===== src/rtl/op_dispatcher_pkg.sv =====
// rtl/op_dispatcher_pkg.sv - shared opcode encodings and FSM states for op_dispatcher
package op_dispatcher_pkg;

    localparam int OPCODE_WIDTH = 2;

    // Must match the operation controller's decode
    localparam logic [OPCODE_WIDTH-1:0] OPCODE_ENCRYPT = 2'd0;
    localparam logic [OPCODE_WIDTH-1:0] OPCODE_DECRYPT = 2'd1;
    localparam logic [OPCODE_WIDTH-1:0] OPCODE_ADD     = 2'd2;
    localparam logic [OPCODE_WIDTH-1:0] OPCODE_MULT    = 2'd3;

    typedef enum logic [2:0] {
        ST_IDLE,
        ST_CONFIG,
        ST_WAIT_START,
        ST_BUSY,
        ST_COMPLETE
    } state_t;

endpackage


===== src/rtl/op_dispatcher_cmd_fifo.sv =====
// rtl/op_dispatcher_cmd_fifo.sv - synchronous command FIFO with wrap-around pointers
module op_dispatcher_cmd_fifo #(
    parameter int DEPTH     = 4,
    parameter int PTR_WIDTH = 2,
    parameter int WIDTH     = 8
) (
    input  logic                 clk,
    input  logic                 rst_n,
    input  logic                 push,
    input  logic [WIDTH-1:0]     push_data,
    input  logic                 pop,
    output logic [WIDTH-1:0]     pop_data,
    output logic [PTR_WIDTH:0]   count,
    output logic                 full,
    output logic                 empty
);

    logic [WIDTH-1:0]     mem [DEPTH];
    logic [PTR_WIDTH-1:0] wr_ptr;
    logic [PTR_WIDTH-1:0] rd_ptr;
    logic                 do_push;
    logic                 do_pop;

    assign full     = (count == (PTR_WIDTH+1)'(DEPTH));
    assign empty    = (count == '0);
    assign do_push  = push && !full;
    assign do_pop   = pop && !empty;
    assign pop_data = mem[rd_ptr];

    always_ff @(posedge clk) begin
        if (!rst_n) begin
            wr_ptr <= '0;
            rd_ptr <= '0;
            count  <= '0;
        end else begin
            if (do_push) wr_ptr <= wr_ptr + 1'b1;
            if (do_pop)  rd_ptr <= rd_ptr + 1'b1;
            count <= count + (PTR_WIDTH+1)'(do_push) - (PTR_WIDTH+1)'(do_pop);
        end
    end

    // Storage needs no reset; the pointers define which entries are live
    always_ff @(posedge clk) begin
        if (do_push) mem[wr_ptr] <= push_data;
    end

endmodule


===== src/rtl/op_dispatcher.sv =====
// rtl/op_dispatcher.sv - queues host commands and issues them one at a time to the LWE controller
module op_dispatcher
    import op_dispatcher_pkg::*;
#(
    parameter int ADDR_WIDTH    = 10,
    parameter int BIG_N         = 30,
    parameter int CMD_DEPTH     = 4,
    parameter int CMD_PTR_WIDTH = 2,
    parameter int TAG_WIDTH     = 4,
    parameter int TIMEOUT       = 255,
    parameter int TIMEOUT_WIDTH = 8
) (
    input  logic                  clk,
    input  logic                  rst_n,
    input  logic                  cmd_valid,
    output logic                  cmd_ready,
    input  logic [1:0]            cmd_opcode,
    input  logic [ADDR_WIDTH-1:0] cmd_op1_base,
    input  logic [ADDR_WIDTH-1:0] cmd_op2_base,
    input  logic [ADDR_WIDTH-1:0] cmd_out_base,
    input  logic [BIG_N-1:0]      cmd_noise,
    output logic [TAG_WIDTH-1:0]  next_tag,
    output logic                  config_en,
    output logic [1:0]            opcode,
    output logic [ADDR_WIDTH-1:0] op1_base_addr,
    output logic [ADDR_WIDTH-1:0] op2_base_addr,
    output logic [ADDR_WIDTH-1:0] out_base_addr,
    output logic [BIG_N-1:0]      noise,
    input  logic                  ctrl_en,
    input  logic                  ctrl_done,
    output logic                  cmp_valid,
    output logic [TAG_WIDTH-1:0]  cmp_tag,
    output logic                  cmp_error,
    output logic                  busy
);

    localparam int ENTRY_WIDTH = 2 + 3*ADDR_WIDTH + BIG_N + TAG_WIDTH;

    state_t                   state;
    state_t                   state_d;
    logic                     fifo_push;
    logic                     fifo_pop;
    logic                     fifo_full;
    logic                     fifo_empty;
    logic [CMD_PTR_WIDTH:0]   fifo_count;
    logic [ENTRY_WIDTH-1:0]   push_entry;
    logic [ENTRY_WIDTH-1:0]   pop_entry;
    logic [TAG_WIDTH-1:0]     next_tag_q;
    logic [TAG_WIDTH-1:0]     cur_tag_q;
    logic [TIMEOUT_WIDTH-1:0] tmo_cnt;
    logic                     timed_out;
    logic                     finish;
    logic                     finish_err;
    logic                     err_q;

    // No push bypass: a full queue refuses even when the FSM pops this cycle
    assign cmd_ready  = rst_n && !fifo_full;
    assign fifo_push  = cmd_valid && cmd_ready;
    assign push_entry = {cmd_opcode, cmd_op1_base, cmd_op2_base, cmd_out_base, cmd_noise, next_tag_q};

    op_dispatcher_cmd_fifo #(
        .DEPTH     (CMD_DEPTH),
        .PTR_WIDTH (CMD_PTR_WIDTH),
        .WIDTH     (ENTRY_WIDTH)
    ) u_cmd_fifo (
        .clk       (clk),
        .rst_n     (rst_n),
        .push      (fifo_push),
        .push_data (push_entry),
        .pop       (fifo_pop),
        .pop_data  (pop_entry),
        .count     (fifo_count),
        .full      (fifo_full),
        .empty     (fifo_empty)
    );

    assign timed_out = (tmo_cnt == TIMEOUT_WIDTH'(TIMEOUT - 1));

    always_comb begin
        state_d    = state;
        fifo_pop   = 1'b0;
        finish     = 1'b0;
        finish_err = 1'b0;
        case (state)
            ST_IDLE: begin
                if (!fifo_empty) begin
                    fifo_pop = 1'b1;
                    state_d  = ST_CONFIG;
                end
            end
            ST_CONFIG: state_d = ST_WAIT_START;
            // A done left high by the previous op is stale here and ignored
            ST_WAIT_START: begin
                if (timed_out) begin
                    finish     = 1'b1;
                    finish_err = 1'b1;
                    state_d    = ST_COMPLETE;
                end else if (ctrl_en) begin
                    state_d = ST_BUSY;
                end
            end
            ST_BUSY: begin
                if (ctrl_done || timed_out) begin
                    finish     = 1'b1;
                    finish_err = !ctrl_done;
                    state_d    = ST_COMPLETE;
                end
            end
            ST_COMPLETE: state_d = ST_IDLE;
            default: state_d = ST_IDLE;
        endcase
    end

    always_ff @(posedge clk) begin
        if (!rst_n) begin
            state         <= ST_IDLE;
            next_tag_q    <= '0;
            cur_tag_q     <= '0;
            err_q         <= 1'b0;
            tmo_cnt       <= '0;
            opcode        <= '0;
            op1_base_addr <= '0;
            op2_base_addr <= '0;
            out_base_addr <= '0;
            noise         <= '0;
        end else begin
            state <= state_d;
            if (fifo_push) next_tag_q <= next_tag_q + 1'b1;
            if (fifo_pop) begin
                {opcode, op1_base_addr, op2_base_addr, out_base_addr, noise, cur_tag_q} <= pop_entry;
            end
            if (finish) err_q <= finish_err;
            if (state == ST_CONFIG) begin
                tmo_cnt <= '0;
            end else if (state == ST_WAIT_START || state == ST_BUSY) begin
                tmo_cnt <= tmo_cnt + 1'b1;
            end
        end
    end

    assign next_tag  = next_tag_q;
    assign config_en = (state == ST_CONFIG);
    assign cmp_valid = (state == ST_COMPLETE);
    assign cmp_tag   = cur_tag_q;
    assign cmp_error = cmp_valid && err_q;
    assign busy      = (state != ST_IDLE) || (fifo_count != '0);

endmodule

===== config.mk =====
export PLATFORM = sky130hd
export DESIGN_NAME = op_dispatcher
export DESIGN_NICKNAME = d
export VERILOG_FILES = /design/src/rtl/op_dispatcher_pkg.sv /design/src/rtl/op_dispatcher_cmd_fifo.sv /design/src/rtl/op_dispatcher.sv
export SDC_FILE = /design/constraint.sdc
export NUM_CORES = 1
export LEC_CHECK = 0
export CAP_MARGIN = 20
export CORE_MARGIN = 3
export CORE_UTILIZATION = 56
export DETAILED_ROUTE_END_ITERATION = 7
export PLACE_DENSITY_LB_ADDON = 0.08
export SYNTH_ARGS = -nofsm -noshare
export SYNTH_HDL_FRONTEND = slang
export SYNTH_SLANG_ARGS = --single-unit

===== constraint.sdc =====
create_clock -name clk -period 3.8 [get_ports clk]
set_clock_uncertainty 0.05 [all_clocks]
set_input_delay 0.57 -clock clk [delete_from_list [all_inputs] [get_ports clk]]
set_output_delay 0.57 -clock clk [all_outputs]
set_load 0.05 [all_outputs]

# After elaboration in Yosys (flattened, before gate mapping)

Memory sizes are Yosys's and may differ from the RTL's. A register that Yosys moved wholly into a read port is not among the register bits.
Index checks and enable logic that the tools add are counted.

Register bits after elaboration: 23
RAM bits: 264
Input bits: 67
Output and inout port bits: 75
Word-level logic and storage cells: 56
Memories kept: 1

Add/sub/neg operators: 6
Equality and inequality tests: 9
Mux-type cells: 14
Bitwise operators: 1
Reduce and logical (&&, ||, !) cells: 18

Memory list:

| name           | depth | bits a word | rd ports | clocked after Yosys merged registers in | wr ports | line                         | text |
|---|---|---|---|---|---|---|---|
| u_cmd_fifo.mem | 4     | 66          | 1        | 1                                       | 1        | op_dispatcher_cmd_fifo.sv:18 | `logic [WIDTH-1:0] mem [DEPTH];` |

Operators with widths:

| cell                                                                  | count |
|---|---|
| 3-bit 2-to-1 mux                                                      | 4 |
| 3-bit one-hot mux with 4 select lines                                 | 1 |
| 8-bit by 1-bit adder with 8-bit output, second input constant         | 1 |
| 8-bit equality test, second input constant                            | 1 |
| 1-bit 2-to-1 mux                                                      | 7 |
| 3-bit by 2-bit equality test with 1-bit output, second input constant | 2 |
| 3-bit equality test, second input constant                            | 2 |
| 3-bit logical NOT                                                     | 2 |
| 3-bit nonzero test                                                    | 2 |
| 1-bit logical AND                                                     | 5 |
| 2-bit by 1-bit adder with 2-bit output, second input constant         | 2 |
| 4-bit by 1-bit adder with 4-bit output, second input constant         | 1 |
| 1-bit logical NOT                                                     | 4 |
| 2-bit != test, second input constant                                  | 2 |
| 1-bit one-hot mux with 2 select lines                                 | 2 |
| 3-bit by 1-bit adder with 3-bit output                                | 1 |
| 3-bit by 1-bit equality test with 1-bit output, second input constant | 1 |
| 1-bit logical OR                                                      | 3 |
| 3-bit != test, second input constant                                  | 1 |
| 3-bit AND reduction                                                   | 1 |
| 3-bit by 1-bit subtractor with 3-bit output                           | 1 |
| 2-bit OR reduction                                                    | 1 |
| 1-bit inverter                                                        | 1 |

# Logic depth before layout (Yosys ltp)

Depth after elaboration: 7
Mapped depth: 11
Gate-level depth less buffers: 10

# Modules after synthesis

From an unflattened synthesis, not the netlist that was laid out.

Cells, all modules: 772
Area, all modules: 13040.0 µm²

Modules (own cells, without submodules):

| module                 | instances | cells each | area each (µm²) | sequential area each (µm²) |
|---|---|---|---|---|
| op_dispatcher_cmd_fifo | 1         | 395        | 9998.3          | 8107.8 |
| op_dispatcher          | 1         | 377        | 3041.7          | 1641.6 |

# Least setup slack after synthesis

No wires, ideal clock.

Kind: input-to-reg
Start: input cmd_valid
End: memory u_cmd_fifo.mem[1][0] in the netlist's numbering, enable pin
Setup time: 0.431 ns
Arrival time: 2.759 ns
Data required time: 3.319 ns
Path slack: 0.560 ns
Stages on the path: 4
Path buffers: 1
Cell sequence: nand2_1 -> a21oi_1 -> clkbuf_1 -> and2_1

Longest elaborated chain between the ends: 4

RTL lines:

| element                                | line                         | text |
|---|---|---|
| start: declaration                     | op_dispatcher.sv:15          | `input logic cmd_valid,` |
| 1-bit logical AND                      | op_dispatcher.sv:58          | `assign fifo_push = cmd_valid && cmd_ready;` |
| 1-bit logical AND                      | op_dispatcher_cmd_fifo.sv:26 | `assign do_push = push && !full;` |
| net u_cmd_fifo.do_push                 | op_dispatcher_cmd_fifo.sv:21 | `logic do_push;` |
| 1-bit 2-to-1 mux                       | op_dispatcher_cmd_fifo.sv:44 | `if (do_push) mem[wr_ptr] <= push_data;` |
| 1-bit 2-to-1 mux (implied by the code) | op_dispatcher_cmd_fifo.sv:44 |  |
| end: declaration                       | op_dispatcher_cmd_fifo.sv:18 |  |

The timed path passes the listed nets, and every way through them passes these cells.

# Worst setup path after layout

Start: register u_cmd_fifo.count[1]
End: output busy

Longest elaborated chain between the ends: 2

RTL lines:

| element                  | line                         | text |
|---|---|---|
| start: declaration       | op_dispatcher_cmd_fifo.sv:13 | `output logic [PTR_WIDTH:0] count,` |
| start signal: assignment | op_dispatcher_cmd_fifo.sv:38 | `count <= count + (PTR_WIDTH+1)'(do_push) - (PTR_WIDTH+1)'(do_pop);` |
| 3-bit nonzero test       | op_dispatcher.sv:146         | `assign busy = (state != ST_IDLE) \|\| (fifo_count != '0);` |
| 1-bit logical OR         | op_dispatcher.sv:146         |  |
| end: declaration         | op_dispatcher.sv:34          | `output logic busy` |

Every way passes these cells.

==> out/qor.log <==
[yosys] most used flip-flop cell after synthesis edfxtp_1
[route] number of vias per cell 5.82
[place] Placer Congestion 0.736
[critical_path] slowest cell delay on critical path 0.74 ns
[status] outcome complete, no violations
[yosys] number of distinct library cells after synthesis 38
[pwr] Power Dens Cells 759 nW/um^2
[pwr] maximum VDD drop 0.000614 V
[clocking] clock transition at the register clock pins on the worst setup and hold paths after CTS 0.06 ns
[critical_path] Critical R2R Launch u_cmd_fifo.count[1]
[clocking] CTS hold repair buffers 0
[route] mean routed wirelength per cell 21.7 um
[route] sum of routed wire length over all layers 24900 um
[global_routing] via count of the first global-routing pass 7003
[place] Detailed Place HPWL 14900 um
[die] die footprint 24900 um^2
[sta] worst hold margin 0.402 ns
[pwr] sw frac 32.5%
[sta] Sum Neg Setup Slack 0 ns
[pwr] NetSw 0.00389 W
[clocking] post-cts gate resize count 0
[route] antenna-violating nets left 0
[cells_and_area] proportion of layout cells with a drive suffix above 1 16.0%
[yosys] Seq/Total Area, Yosys 75.3%
[yosys] synthesized area 12900 um^2
[sta] slew at the pin closest to its max-slew limit 1.04 ns
[sta] final count of pins violating max slew 0
[cells_and_area] Layout Cell Area excl Fill 15800 um^2
[sta] time the final worst path needs with I/O delays and setup 2.84 ns
[route] number of remaining DRC errors 0
[sta] post-layout worst setup margin 0.963 ns
[worst_hold_path] hold wc startpoint rst_n
[yosys] number of enable flip-flop cells after synthesis 264
[flow_run] # Max-Cap Violations 0
[place] dpl cell area 14600 um^2
[route] router iterations before antenna repair 4
[critical_path] data arrival at the endpoint of the critical path 2.22 ns
[critical_path] startpoint class of the critical path flip-flop
[cells_and_area] layout net count 917
[sta] Highest Clock Rate 352 MHz
[clocking] total clock sinks 353
[cells_and_area] footprint of the multi-input gates 2950 um^2
[route] Iteration-0 DRC Markers 451
[clocking] CTS HTree Levels 2
[yosys] Synth top cells by count 264 x edfxtp_1, 89 x dfxtp_1, 80 x nand2_1
[clocking] number of buffers between clock root and the deepest sink 3
[cells_and_area] number of fill cells 1381
[sta] setup-violating endpoint count in the final report 0
[clocking] Setup Buffers After CTS 0
[clocking] Clock Latency Late Sink 0.51 ns
[place] Port Buf Inserts 141
[yosys] Syn. warnings 0
[critical_path] Worst Path Required 3.18 ns
[sta] final number of hold-violating endpoints 0
[global_routing] remaining global-route overflow 0
[yosys] syn_nets 767
[yosys] share of flip-flops with an asynchronous set or reset after synthesis 0%
[cells_and_area] Final Util 71.0%
[route] vias post-DR 6684
[yosys] mean cell area of the mapped netlist 18.7 um^2
[yosys] Syn Inst Count 690
[sta] setup repair after global routing missed its margin no
[clocking] Clock Tree Root clkbuf_16
[die] floorplan die height 158 um
[global_routing] pin count of the biggest net entering global routing 69
[critical_path] endpoint kind of the worst setup timing path output pin
[sta] max_slew headroom 30.6%
[critical_path] cell with the largest stage delay on the worst path clkdlybuf4s50_1
[critical_path] maximum fanout along the worst path 4
[critical_path] worst setup path startpoint u_cmd_fifo.count[1]
[cells_and_area] antenna diode instance count 0
[place] setup slack after placement 0.972 ns
[yosys] fraction of post-synthesis cell area in the top cell type by area 61.5%
[worst_hold_path] path category of the worst min-delay check in -> reg
[yosys] total of flip-flops plus latches after synthesis 353
[cells_and_area] area growth from synthesis to final layout 22.4%
[critical_path] critical path class reg -> out
[global_routing] initial antenna violation count 2
[pwr] share of total power in sequential cells 42.5%
[critical_path] worst path cell trace nor3_1, nand3b_1, clkdlybuf4s50_1
[global_routing] Tot GR Track Use 20.6%
[pwr] Lkg Pwr 5.11 nW
[critical_path] CP bufs+invs 1
[pwr] Clk network pwr share 28.8%
[yosys] cell type contributing the most total cell area after synthesis edfxtp_1
[die] horizontal die dimension 158 um
[yosys] ranking of synthesized cells by area edfxtp_1 61%, dfxtp_1 14%, mux4_2 12%
[pwr] Internal Dissipation 0.00808 W
[yosys] most frequent cell after synthesis edfxtp_1
[clocking] CTS buffer count 36
[die] Placeable Area 22200 um^2
[die] boundary pin count 142
[die] starting utilization of the core area 58.0%
[pwr] power share of the combinational group 28.7%
[critical_path] critical path's top delay family buffers and inverters
[critical_path] worst reg-to-reg setup slack 1.27 ns
[die] row count 54
[global_routing] global-route wire length before repair 39200 um
[clocking] TritonCTS clock tree built
[sta] final worst-path cycle share 74.7%
[cells_and_area] area of all sequential standard cells 9720 um^2
## logic make-up (layout without fill, tap and decap cells)
group                      after synthesis  in the layout  share of synthesized area (%)
DFF                                    353            353                           75.3
xor gates and xnor gates                10             10                          0.679
muxes                                   70             70                           11.8
adders and majority gates               10             10                           1.03
and+or+nand+nor                        120            120                           4.18
buffers and inverters                   50            228                           1.89
AOI/OAI and AO/OA                       77             77                           5.08
## per-layer routing
metal | vias up | wire [um] | share of wire (%) | global-route usage (%)
met5 | - | 34 | 0.14 | 0
met4 | 4 | 373 | 1.5 | 5.29
met3 | 33 | 1530 | 6.2 | 4.62
met2 | 198 | 12700 | 51 | 34.7
met1 | 3407 | 10300 | 41 | 27.8
li1 | 3042 | - | - | -
## registers in the layout, indices dropped and copies added (netlist names)
register and cells:
u_cmd_fifo.mem 264, op1_base_addr 10, opcode 2, tmo_cnt 8
next_tag 4, cmp_tag 4, out_base_addr 10, noise 30
u_cmd_fifo.rd_ptr 2, u_cmd_fifo.wr_ptr 2, u_cmd_fifo.count 3, op2_base_addr 10
state 3, err_q 1
## final cells by class
type	count	area share, %
Clock buffer	48	6.39
Tap cell	280	2.22
Sequential cell	353	61.6
Timing Repair Buffer	154	9.86
Inverter	8	0.190
Clock inverter	18	1.07
Multi-Input combinational cell	287	18.7
## tightest hold or removal path: cells and delay by family
kind            cells  cell delay [ns]
buf+inv             1             0.19
simple gates        1             0.09
compound gates      1             0.06
## power groups by stage
| stage | logic (W) | clock network (W) | registers, W |
|---|---|---|---|
| global placement | 0.00342 | 0 | 0.00514 |
| floorplan | 0.00147 | 0 | 0.00601 |
| global route | 0.00364 | 0.00369 | 0.00515 |
| finish | 0.00344 | 0.00345 | 0.00508 |
| CTS | 0.00349 | 0.00353 | 0.00510 |
| detailed placement | 0.00347 | 0 | 0.00517 |
## worst paths after layout
kind	to	depth (start not counted)
min	noise[1]	3
max	busy	3
min reg2reg	out_base_addr[2]	2
max reg2reg	u_cmd_fifo.count[2]	11
## per-stage QoR
step | total power [W] | instances
2_1_floorplan | 0.00748 | 690
4_1_cts | 0.0121 | 1148
3_3_place_gp | 0.00855 | 1082
5_1_grt | 0.0125 | 1148
6_report | 0.0120 | 1148
3_5_place_dp | 0.00864 | 1082
## layout by cell type, fill, tap and decap left out, types with 5 or more instances in the layout
cell             count
buf_4               10
clkbuf_1             8
clkbuf_16           38
clkdlybuf4s50_1    140
clkinv_1             8
clkinv_2             5
dfxtp_1             87
edfxtp_1           264
ha_1                 9
inv_1                7
mux4_2              66
nand2_1             80
nor2_1              14
o2bb2ai_1           66
xor2_1               7
Power figures use the tool's default switching activity.
